--- src/rtl/intr_ack_control_if.sv ---
// Bus bundle between the 8259 IRR block / CPU side and the interrupt-acknowledge controller.
// The master drives requests and INTA; the slave (the controller) answers.
interface intr_ack_control_if;
    logic       INT;
    logic [7:0] IRR;
    logic [7:0] mask;
    logic       INTA_n;
    logic [4:0] vectorBase;
    logic       autoEoi;
    logic       eoi;
    logic       specificEoi;
    logic [2:0] eoiLevel;

    logic       INTR;
    logic [1:0] intAcounter;
    logic [2:0] clearHighest;
    logic       clearStrobe;
    logic [7:0] ISR;
    logic [7:0] dataOut;
    logic       dataOutEn;

    modport master (
        output INT, IRR, mask, INTA_n, vectorBase, autoEoi, eoi, specificEoi, eoiLevel,
        input  INTR, intAcounter, clearHighest, clearStrobe, ISR, dataOut, dataOutEn
    );

    modport slave (
        input  INT, IRR, mask, INTA_n, vectorBase, autoEoi, eoi, specificEoi, eoiLevel,
        output INTR, intAcounter, clearHighest, clearStrobe, ISR, dataOut, dataOutEn
    );
endinterface

--- src/rtl/intr_ack_control.sv ---
// 8259 interrupt-acknowledge controller: fixed-priority resolution against ISR,
// INTR generation, two-pulse INTA sequence, vector return and EOI/AEOI retirement.
module intr_ack_control #(
    parameter int         NUM_IR         = 8,
    parameter logic [2:0] SPURIOUS_LEVEL = 3'd7
) (
    input  logic                clk,
    input  logic                reset,
    intr_ack_control_if.slave   bus
);

    typedef enum logic [1:0] {
        S_IDLE = 2'd0,
        S_REQ  = 2'd1,
        S_ACK1 = 2'd2,
        S_ACK2 = 2'd3
    } state_t;

    state_t      r_state;
    state_t      w_state_next;

    logic        r_inta_d;
    logic        r_intr;
    logic [1:0]  r_cnt;
    logic [2:0]  r_clr_lvl;
    logic        r_clr_stb;
    logic [7:0]  r_isr;
    logic [7:0]  r_dout;
    logic        r_doe;
    logic [2:0]  r_lvl;
    logic        r_spur;

    logic        w_intr_next;
    logic [1:0]  w_cnt_next;
    logic [2:0]  w_clr_lvl_next;
    logic        w_clr_stb_next;
    logic [7:0]  w_isr_next;
    logic [7:0]  w_dout_next;
    logic        w_doe_next;
    logic [2:0]  w_lvl_next;
    logic        w_spur_next;

    logic        w_fall;
    logic        w_rise;
    logic [7:0]  w_req;
    logic        w_req_any;
    logic [2:0]  w_req_lvl;
    logic [3:0]  w_isr_lvl;
    logic        w_set_en;
    logic        w_aeoi_clr;
    logic        w_spec;
    logic        w_nspec;
    logic [7:0]  w_isr_set;
    logic [7:0]  w_isr_clr;

    assign w_fall    = ~bus.INTA_n &  r_inta_d;
    assign w_rise    =  bus.INTA_n & ~r_inta_d;
    assign w_req     = bus.IRR & ~bus.mask;
    assign w_req_any = |w_req;

    // Walking from the top down leaves the lowest set index, i.e. highest priority.
    always_comb begin
        w_req_lvl = 3'd0;
        for (int i = NUM_IR - 1; i >= 0; i--) begin
            if (w_req[i]) w_req_lvl = 3'(i);
        end
    end

    always_comb begin
        w_isr_lvl = 4'd8;
        for (int i = NUM_IR - 1; i >= 0; i--) begin
            if (r_isr[i]) w_isr_lvl = 4'(i);
        end
    end

    assign w_spec  = bus.specificEoi;
    assign w_nspec = bus.eoi & ~bus.specificEoi & (r_isr != 8'd0);

    // A bit being set this cycle wins over any clear aimed at the same bit.
    generate
        for (genvar gi = 0; gi < NUM_IR; gi++) begin : g_isr
            assign w_isr_set[gi] = w_set_en & (w_req_lvl == 3'(gi));
            assign w_isr_clr[gi] = (w_spec     & (bus.eoiLevel == 3'(gi)))
                                 | (w_nspec    & (w_isr_lvl    == 4'(gi)))
                                 | (w_aeoi_clr & (r_lvl        == 3'(gi)));
            assign w_isr_next[gi] = (r_isr[gi] & ~w_isr_clr[gi]) | w_isr_set[gi];
        end
    endgenerate

    always_ff @(posedge clk or posedge reset) begin
        if (reset) begin
            r_state <= S_IDLE;
        end else begin
            r_state <= w_state_next;
        end
    end

    always_comb begin
        w_state_next   = r_state;
        w_intr_next    = r_intr;
        w_cnt_next     = r_cnt;
        w_clr_lvl_next = r_clr_lvl;
        w_clr_stb_next = 1'b0;
        w_dout_next    = r_dout;
        w_doe_next     = r_doe;
        w_lvl_next     = r_lvl;
        w_spur_next    = r_spur;
        w_set_en       = 1'b0;
        w_aeoi_clr     = 1'b0;

        case (r_state)
            S_IDLE: begin
                if (bus.INT && w_req_any && ({1'b0, w_req_lvl} < w_isr_lvl)) begin
                    w_state_next = S_REQ;
                    w_intr_next  = 1'b1;
                end
            end
            S_REQ: begin
                // INTR is held even if the request vanishes; the spurious path answers it.
                if (w_fall) begin
                    if (w_req_any) begin
                        w_lvl_next     = w_req_lvl;
                        w_set_en       = 1'b1;
                        w_clr_lvl_next = w_req_lvl;
                        w_clr_stb_next = 1'b1;
                        w_spur_next    = 1'b0;
                    end else begin
                        w_lvl_next  = SPURIOUS_LEVEL;
                        w_spur_next = 1'b1;
                    end
                    w_intr_next  = 1'b0;
                    w_cnt_next   = 2'd1;
                    w_state_next = S_ACK1;
                end
            end
            S_ACK1: begin
                if (w_fall) begin
                    w_dout_next  = {bus.vectorBase, r_lvl};
                    w_doe_next   = 1'b1;
                    w_cnt_next   = 2'd2;
                    w_state_next = S_ACK2;
                end
            end
            S_ACK2: begin
                if (w_rise) begin
                    w_doe_next   = 1'b0;
                    w_dout_next  = 8'd0;
                    w_cnt_next   = 2'd0;
                    w_aeoi_clr   = bus.autoEoi & ~r_spur;
                    w_state_next = S_IDLE;
                end
            end
            default: begin
                w_state_next = S_IDLE;
            end
        endcase
    end

    always_ff @(posedge clk or posedge reset) begin
        if (reset) begin
            r_inta_d  <= 1'b1;
            r_intr    <= 1'b0;
            r_cnt     <= 2'd0;
            r_clr_lvl <= 3'd0;
            r_clr_stb <= 1'b0;
            r_isr     <= 8'd0;
            r_dout    <= 8'd0;
            r_doe     <= 1'b0;
            r_lvl     <= 3'd0;
            r_spur    <= 1'b0;
        end else begin
            r_inta_d  <= bus.INTA_n;
            r_intr    <= w_intr_next;
            r_cnt     <= w_cnt_next;
            r_clr_lvl <= w_clr_lvl_next;
            r_clr_stb <= w_clr_stb_next;
            r_isr     <= w_isr_next;
            r_dout    <= w_dout_next;
            r_doe     <= w_doe_next;
            r_lvl     <= w_lvl_next;
            r_spur    <= w_spur_next;
        end
    end

    assign bus.INTR         = r_intr;
    assign bus.intAcounter  = r_cnt;
    assign bus.clearHighest = r_clr_lvl;
    assign bus.clearStrobe  = r_clr_stb;
    assign bus.ISR          = r_isr;
    assign bus.dataOut      = r_dout;
    assign bus.dataOutEn    = r_doe;

endmodule

--- src/flat_wrapper.sv ---
// flat-port wrapper written by rule: the top's interface ports become plain ports
module intr_ack_control_flat 
#(
    parameter int         NUM_IR         = 8,
    parameter logic [2:0] SPURIOUS_LEVEL = 3'd7
)
  (clk, reset, bus_INT, bus_IRR, bus_mask, bus_INTA_n, bus_vectorBase, bus_autoEoi, bus_eoi, bus_specificEoi, bus_eoiLevel, bus_INTR, bus_intAcounter, bus_clearHighest, bus_clearStrobe, bus_ISR, bus_dataOut, bus_dataOutEn);
  intr_ack_control_if bus_i ();
  input  logic clk;
  input  logic reset;
  input wire logic [$bits(bus_i.INT)-1:0] bus_INT;
  input wire logic [$bits(bus_i.IRR)-1:0] bus_IRR;
  input wire logic [$bits(bus_i.mask)-1:0] bus_mask;
  input wire logic [$bits(bus_i.INTA_n)-1:0] bus_INTA_n;
  input wire logic [$bits(bus_i.vectorBase)-1:0] bus_vectorBase;
  input wire logic [$bits(bus_i.autoEoi)-1:0] bus_autoEoi;
  input wire logic [$bits(bus_i.eoi)-1:0] bus_eoi;
  input wire logic [$bits(bus_i.specificEoi)-1:0] bus_specificEoi;
  input wire logic [$bits(bus_i.eoiLevel)-1:0] bus_eoiLevel;
  output wire logic [$bits(bus_i.INTR)-1:0] bus_INTR;
  output wire logic [$bits(bus_i.intAcounter)-1:0] bus_intAcounter;
  output wire logic [$bits(bus_i.clearHighest)-1:0] bus_clearHighest;
  output wire logic [$bits(bus_i.clearStrobe)-1:0] bus_clearStrobe;
  output wire logic [$bits(bus_i.ISR)-1:0] bus_ISR;
  output wire logic [$bits(bus_i.dataOut)-1:0] bus_dataOut;
  output wire logic [$bits(bus_i.dataOutEn)-1:0] bus_dataOutEn;
  assign bus_i.INT = bus_INT;
  assign bus_i.IRR = bus_IRR;
  assign bus_i.mask = bus_mask;
  assign bus_i.INTA_n = bus_INTA_n;
  assign bus_i.vectorBase = bus_vectorBase;
  assign bus_i.autoEoi = bus_autoEoi;
  assign bus_i.eoi = bus_eoi;
  assign bus_i.specificEoi = bus_specificEoi;
  assign bus_i.eoiLevel = bus_eoiLevel;
  assign bus_INTR = bus_i.INTR;
  assign bus_intAcounter = bus_i.intAcounter;
  assign bus_clearHighest = bus_i.clearHighest;
  assign bus_clearStrobe = bus_i.clearStrobe;
  assign bus_ISR = bus_i.ISR;
  assign bus_dataOut = bus_i.dataOut;
  assign bus_dataOutEn = bus_i.dataOutEn;
  intr_ack_control #(.NUM_IR(NUM_IR), .SPURIOUS_LEVEL(SPURIOUS_LEVEL)) u_core (.clk(clk), .reset(reset), .bus(bus_i));
endmodule
--- config.mk ---
export PLATFORM = sky130hd
export DESIGN_NAME = intr_ack_control_flat
export DESIGN_NICKNAME = d
export VERILOG_FILES = /design/src/rtl/intr_ack_control_if.sv /design/src/rtl/intr_ack_control.sv /design/src/flat_wrapper.sv
export SDC_FILE = /design/constraint.sdc
export NUM_CORES = 1
export LEC_CHECK = 0
export ABC_CLOCK_PERIOD_IN_PS = 4300
export CORE_ASPECT_RATIO = 0.5
export CORE_MARGIN = 2
export CORE_UTILIZATION = 25
export CTS_CLUSTER_SIZE = 20
export DETAILED_ROUTE_END_ITERATION = 12
export REMOVE_ABC_BUFFERS = 1
export SKIP_LAST_GASP = 1
export SYNTH_ARGS = -nofsm -noshare
export SYNTH_HDL_FRONTEND = slang
export SYNTH_SLANG_ARGS = --single-unit
export TNS_END_PERCENT = 10
--- constraint.sdc ---
create_clock -name clk -period 4.3 [get_ports clk]
set_clock_uncertainty 0.2 [all_clocks]
set_input_delay 0.645 -clock clk [delete_from_list [all_inputs] [get_ports clk]]
set_output_delay 0.645 -clock clk [all_outputs]
set_load 0.05 [all_outputs]
# Word level (Yosys, flattened, before mapping)

Index checks and enable logic that the tools add are counted.

Flip-flop bits (word level): 31
Input bits: 31
Output and inout port bits: 24
Logic and storage cells: 187

Magnitude comparators: 1
Eq/ne operators: 35
Muxes and demuxes: 39
Bitwise logic cells: 83
Reductions and logical operators: 18

Operators by type and width:

| cell                 | count |
|---|---|
| $and A1 B1 Y1        | 45 |
| $eq A3 B3 Y1 const B | 12 |
| $mux W4              | 8 |
| $mux W3              | 9 |
| $or A1 B1 Y1         | 24 |
| $eq A3 B2 Y1 const B | 6 |
| $eq A4 B3 Y1 const B | 4 |
| $mux W8              | 2 |
| $pmux W8 S2          | 1 |
| $not A1 Y1           | 12 |
| $mux W1              | 10 |
| $mux W2              | 5 |
| $eq A3 B1 Y1 const B | 3 |
| $logic_not A3 Y1     | 3 |
| $reduce_and A3 Y1    | 3 |
| $and A8 B8 Y8        | 1 |
| $eq A4 B2 Y1 const B | 2 |
| $ne A2 B1 Y1 const B | 4 |
| $not A8 Y8           | 1 |
| $pmux W2 S4          | 1 |
| $reduce_and A4 Y1    | 2 |
| $reduce_bool A8 Y1   | 1 |
| $reduce_or A8 Y1     | 1 |
| $pmux W2 S3          | 1 |
| other kinds (11)     | 15 |

# Logic depth before layout (Yosys ltp)

Gate-level depths: netlist of the first run.

Depth in word-level cells: 15
Depth in mapped cells: 9

# Least setup slack after synthesis of the first run

No wires, ideal clock.

Kind: input port to flip-flop
Start point: in bus_IRR[3]
End point: reg u_core.r_intr (netlist: u_core.bus.INTR)
Setup time: 0.071 ns
Arrival time: 2.098 ns
Required time: 4.029 ns
Setup slack: 1.931 ns
Cell stages on the path: 6
Cell sequence: or2b_2 > a31oi_1 > ha_1 > o221ai_1 > or3_1 > nand4_1

Longest elaborated chain between the ends: 9
Elaborated cells between the ends (all ways): 11
Those cells by class: order compare: 1; eq/ne: 1; mux: 4; bitwise: 1; reduce/logical: 4

RTL lines:

| item                        | RTL line                | text |
|---|---|---|
| start: declaration          | flat_wrapper.sv:12      | `input wire logic [$bits(bus_i.IRR)-1:0] bus_IRR;` |
| $and A8 B8 Y8               | intr_ack_control.sv:58  | `assign w_req = bus.IRR & ~bus.mask;` |
| $mux W3 (4 in series)       | intr_ack_control.sv:65  | `if (w_req[i]) w_req_lvl = 3'(i);` |
| via u_core.w_req_lvl[1]     | intr_ack_control.sv:47  | `logic [2:0] w_req_lvl;` |
| $lt A3 B4 Y1                | intr_ack_control.sv:113 | `if (bus.INT && w_req_any && ({1'b0, w_req_lvl} < w_isr_lvl)) begin` |
| $logic_and A1 B1 Y1         | intr_ack_control.sv:113 |  |
| $ne A2 B1 Y1 (no line)      | -                       |  |
| $reduce_and A3 Y1 (no line) | -                       |  |
| end signal: assignment      | intr_ack_control.sv:173 | `r_intr <= w_intr_next;` |
| end: declaration            | intr_ack_control.sv:23  | `logic r_intr;` |

The timed path passes the listed nets, and every way through them passes these cells.
A chain may end at the register's enable or synchronous reset.

# Final worst setup path of the first run

Start point: in bus_IRR[3]
End point: reg u_core.r_state[0]

Longest elaborated chain between the ends: 9
Elaborated cells between the ends (all ways): 11
Those cells by class: order compare: 1; eq/ne: 1; mux: 4; bitwise: 1; reduce/logical: 4

RTL lines:

| item                        | RTL line                | text |
|---|---|---|
| $and A8 B8 Y8               | intr_ack_control.sv:58  |  |
| $mux W3 (4 in series)       | intr_ack_control.sv:65  |  |
| via u_core.w_req_lvl[1]     | intr_ack_control.sv:47  |  |
| $lt A3 B4 Y1                | intr_ack_control.sv:113 |  |
| $logic_and A1 B1 Y1         | intr_ack_control.sv:113 |  |
| $ne A2 B1 Y1 (no line)      | -                       |  |
| $reduce_and A4 Y1 (no line) | -                       |  |
| end signal: assignment      | intr_ack_control.sv:94  | `r_state <= w_state_next;` |
| end: declaration            | intr_ack_control.sv:19  | `state_t r_state;` |

The timed path passes the listed nets, and every way through them passes these cells.

==> results of run 1 <==
routing by layer:
layer / share of wire (%) / vias up
met2: 48 / 28
met1: 47 / 874
met3: 4.6 / 2
met4: 0.39 / 0
li1: - / 910
met5: 0 / -
cells in the mapped netlist (all sizes together) (3+ instances only):
cell	count
buf	3
nor3	4
or3	3
dfrtp	30
nand4	4
a21oi	11
nand3b	8
inv	17
nor3b	4
o22ai	3
ha	6
nor2	18
nand3	7
nand2	20
or2b	3
o21ai	19
nor2b	8
nand2b	11
o221ai	5
per-stage QoR:
step                utilization [%]  cell area (um^2)  cells  hold slack, ps  setup WS (ps)
floorplan                         -              1930    215             273           1930
global placement               34.9              2610    378             295           1350
detailed placement             34.9              2610    378             308           1270
CTS                            36.8              2760    385             317           1540
global route                   36.8              2760    385             343           1350
finish                         36.8              2760    385             313           1530
area by class of cell:
type / instances / area share (%)
tap: 108 / 4.90
clock buffer: 6 / 5.04
timing repair buffer: 55 / 19.9
multi-input combinational: 167 / 39.5
sequential: 31 / 28.2
clock inverter: 1 / 0.182
inverter: 17 / 2.32
cells by family (layout without fill, tap and decap cells):
| group | after synthesis | after routing |
|---|---|---|
| mux | 2 | 2 |
| compound gates | 57 | 57 |
| flops | 31 | 31 |
| simple gates | 102 | 102 |
| fa+ha+maj | 6 | 6 |
| buf+inv | 23 | 79 |
worst paths after layout:
check	to	slack (ps)	cells past startpoint
setup / recovery	u_core.r_state[0]	1530	7
hold / removal	u_core.r_spur	310	2
setup reg to reg	u_core.bus.dataOut[5]	1740	6
hold reg to reg	u_core.r_spur	310	2
max in group asynchronous	u_core.r_inta_d	3020	3
min in group asynchronous	u_core.bus.ISR[7]	550	3
power by group:
group | internal, W | switching [W] | total [W]
Sequential | 0.000397 | 0.0000946 | 0.000492
Clock | 0.000225 | 0.000111 | 0.000336
Combinational | 0.000343 | 0.000563 | 0.000906
tightest hold or removal path, cell delays in order, from the launching register on:
cell     delay (ps)
dfrtp_1         360
nand2_1          50
o21ai_0          60
state kept, by name, summed over array words and instances (netlist names):
name and count:
u_core.bus.dataOutEn 1, u_core.r_lvl 3, u_core.bus.ISR 8, u_core.bus.dataOut 8
u_core.bus.clearStrobe 1, u_core.bus.intAcounter 2, u_core.r_spur 1, u_core.r_state 2
u_core.bus.clearHighest 3, u_core.bus.INTR 1, u_core.r_inta_d 1
==> results.ini, run 1 <==
[outcome]
status = finished clean

[die]
dieArea_um2 = 8640
die_h_um = 66.7
core.rowCount = 22
die_w_um = 129
pin_count = 55
initial_core_util_pct = 26.3
coreArea_um2 = 7490

[logic_synthesis]
netlist.area_leader.share_pct = 38.2
yosys_warnings = 0
synth-edff-count = 0
synth_area_um2 = 1970
synth_cells = 221
muxShareOfSynthArea_pct = 1.15
synthTopCellsByArea = dfrtp_1, o21ai_0, ha_1
avgSynthCellArea_um2 = 8.90
synth_compound_area_share_pct = 20.6
synth_adder_area_share_pct = 3.82
synthArstFlopShare_pct = 100
synth_top_family_by_area = simple AND/OR/NAND/NOR gates
synth_seq_area_share_pct = 39.5
synth-xor-area-share_pct = 0
ys.flop_type = dfrtp_1
ys_seq_elements = 31
ys_types = 54
synth_largest_area_cell = dfrtp_1
synth-simple-area-share_pct = 29.8

[route]
drcViolationCount = 0
drtIter0Drc = 87
wl_per_cell_um = 13.5
vias = 1814
routed_wl_um = 5190
viasPerCell = 4.71
dr.pass1.iters = 6
ant_nets = 0

[min_path]
hp-start = u_core.r_spur
hold_path_class = register to register

[placement]
dpl.hpwl_um = 4160
port_buffers = 54
routabilityCongestion = 0.871

[timing]
maxSlewHeadroom_pct = 39.6
clock.fmax_mhz = 360
worst_slew_pin_slew_ps = 899
min_period_over_period_pct = 64.5
hold_violations = 0
finalMaxSlewViolations = 0
rsz0062_at_grt = no
setup_viol = 0
setup_tns_ps = 0
period_needed_ps = 2770

[setup_path]
crit_chain = clkdlybuf4s50_1 -> or2b_2 -> a31oi_1 -> ha_1 -> o221ai_1 -> o21bai_1 -> a221oi_2
crit_fanout = 5
crit_path_top_delay_cell = clkdlybuf4s50_1
startpoint = bus_IRR[3]
crit_family = compound AO/OA/AOI/OAI gates
crit_buf_inv = 1
required_ps = 4260
cp_data_arrival_time_ps = 2740
max_stage_delay_ps = 440
cp-start-kind = input port
path_class = input port to register
end_kind = register
r2r-start = u_core.r_state[1]

[clocking]
cts_resized = 0
htreeDepth = 2
hold_buffers = 0
cts_buffers = 5
cts_tree = built
clock_sinks = 31
post_cts_buffers = 0
clkLatencyLatePin_ps = 270
root_buffer = clkbuf_16
cts.clk_slew.worst_paths_ps = 50
clockBufferDepth = 2

[power]
vdd_drop_max_v = 0.000195
power_w = 0.00173
power.density_nw_per_um2 = 629
leakage_nw = 1.10

[grt]
met3_usage_pct = 2.89
use_met1_pct = 16.2
antenna_found_initial = 0
grt_pass1_vias = 1712
grt_usage_pct = 12.4
overflow = 0
grt-busiest-layer = met2
use_met2_pct = 21.1
grt_max_degree = 32
grt_pass1_wl_um = 8340

[final_layout]
regArea_um2 = 777
n_fill_cell = 775
drive_gt1_share_pct = 8.66
area_delta_synth_final_pct = 40.1
multi_input_area_um2 = 1090
final_common_cell = clkdlybuf4s50_1
nNetsFinal = 314
antenna_cells = 0
final_cell_mix = clkdlybuf4s50_1, dfrtp_1, nand2_1, nor2_1, inv_1

[run]
cap_violations = 0

(Power assumes the default switching activity.)
==> inputs of run 2 (changes only) <==
--- a/config.mk
+++ b/config.mk
@@ -5,7 +5,7 @@
 export SDC_FILE = /design/constraint.sdc
 export NUM_CORES = 1
 export LEC_CHECK = 0
-export ABC_CLOCK_PERIOD_IN_PS = 4300
+export ABC_CLOCK_PERIOD_IN_PS = 2400
 export CORE_ASPECT_RATIO = 0.5
 export CORE_MARGIN = 2
 export CORE_UTILIZATION = 25
==> constraint.sdc (replaced) <==
create_clock -name clk -period 2.4 [get_ports clk]
set_clock_uncertainty 0.2 [all_clocks]
set_input_delay 0.36 -clock clk [delete_from_list [all_inputs] [get_ports clk]]
set_output_delay 0.36 -clock clk [all_outputs]
set_load 0.05 [all_outputs]
==> run 2 against run 1 <==
  * Sequential share of layout area down 2.9 points
  * Register-to-register slack got worse by 1600 ps
  * Routed wire length is 7.1% higher
  * Combinational power grew 99%
  * Critical path type unchanged
  * Highest routed layer unchanged
==> results.ini, run 2 (synthesis results as in run 1) <==
[outcome]
status = finished clean

[die]
die_w_um = 129
initial_core_util_pct = 26.3
pin_count = 55
core.rowCount = 22
die_h_um = 66.7
coreArea_um2 = 7490
dieArea_um2 = 8640

[clocking]
clock_sinks = 31
cts_buffers = 5
cts_tree = built
htreeDepth = 2
root_buffer = clkbuf_16
clkLatencyLatePin_ps = 270
cts.clk_slew.worst_paths_ps = 50
clockBufferDepth = 2

[setup_path]
cp-start-kind = input port
required_ps = 2380
cp_data_arrival_time_ps = 2280
rrSetupSlack_ps = 100
r2r-start = u_core.bus.ISR[5]
path_class = input port to register
worstRegToRegCells = 7
crit_fanout = 5
end_kind = register
regToRegEndpoint = u_core.r_state[0]

[power]
clock_power_share_pct = 18.2
pwr-share-comb_pct = 55.2
p_sw_share_pct = 44.4
vdd_drop_max_v = 0.000364
seqPwrFrac_pct = 26.6
p_sw_w = 0.00145
p_int_w = 0.00182
leakage_nw = 1.32
power.density_nw_per_um2 = 1060

[grt]
grt_usage_pct = 13.6
overflow = 0
grt_pass1_vias = 1909
grt_pass1_wl_um = 9160
antenna_found_initial = 0
grt_max_degree = 32

[final_layout]
nNetsFinal = 343
area_delta_synth_final_pct = 56.5
final_cell_mix = clkdlybuf4s50_1, buf_4, dfrtp_1
antenna_cells = 0
drive_gt1_share_pct = 21.8
final_common_cell = clkdlybuf4s50_1

[placement]
dpl.hpwl_um = 4320
port_buffers = 54
routabilityCongestion = 0.901

[timing]
min_period_over_period_pct = 95.9
worst_slew_pin_slew_ps = 512
period_needed_ps = 2300
clock.fmax_mhz = 434
finalMaxSlewViolations = 0
setup_viol = 0
whs_ps = 273
setup_tns_ps = 0
hold_violations = 0
maxSlewHeadroom_pct = 65.8

[route]
routed_wl_um = 5560
drcViolationCount = 0
drtIter0Drc = 166
wl_per_cell_um = 13.4
vias = 1942
viasPerCell = 4.68
ant_nets = 0
dr.pass1.iters = 4

[run]
cap_violations = 0

[min_path]
hold_path_class = input port to asynchronous set/reset pin

## run 2: worst max-delay path by stage
stage | startpoint | to | cells after the start | slack, ps
global placement | bus_IRR[3] | u_core.r_state[0] | 7 | -200
finish | bus_mask[6] | u_core.r_state[0] | 10 | 100
global route | u_core.bus.ISR[6] | u_core.r_state[0] | 8 | -5
CTS | bus_IRR[3] | u_core.r_state[0] | 7 | 30
detailed placement | bus_IRR[3] | u_core.r_state[0] | 7 | -250
floorplan | u_core.bus.ISR[7] | u_core.bus.INTR | 6 | 130
## run 2: routing by layer
metal | vias to the layer above | global-route usage, % | wire length, um
met5 | - | 0 | 0
met4 | 0 | 3.49 | 27
met3 | 4 | 3.69 | 341
met2 | 40 | 21.8 | 2710
met1 | 934 | 18.2 | 2480
li1 | 964 | - | -
## run 2: layout make-up
cell class              instances  area, um^2
repair buffers                 84         778
flip-flops and latches         31         778
well taps                     108         135
clock inverters                 3        15.0
inverters                      17        63.8
multi-input cells             167        1180
clock buffers                   5         125
fillers                       760        4410
## run 2: power by group through the flow
stage	Combinational, W	Sequential, W	Clock [W]
final	0.00180	0.000869	0.000594
after global routing	0.00195	0.000898	0.000649
after CTS	0.00173	0.000870	0.000604
after detailed placement	0.00171	0.000876	0
after global placement	0.00170	0.000867	0
after floorplan	0.000669	0.00131	0
## run 2: worst max-delay path: stages
cell and delay, ps:
clkdlybuf4s50_1 460, nand2b_4 140, nand2_4 50, nand2_2 70, a31oi_4 90, ha_2 190, buf_4 130, a2111oi_4 440
o21bai_1 130, a221oi_2 240
## run 2: repair_timing
item / in CTS / in global routing
resized for setup: 0 / 25
setup buffers: 0 / 6
endpoints found under the setup margin: 0 / 3
hold buffers: 0 / 0
## run 2: metrics by stage
stage	instance area [um^2]	worst slack, ps	instances	util [%]	power (W)
finish	3080	97.6	415	41.1	0.00327
global route	3080	-4.83	415	41.1	0.00349
global placement	2790	-204	401	37.2	0.00257
detailed placement	2790	-250	401	37.2	0.00259
CTS	2930	29.9	409	39.1	0.00320
floorplan	1930	133	215	-	0.00198
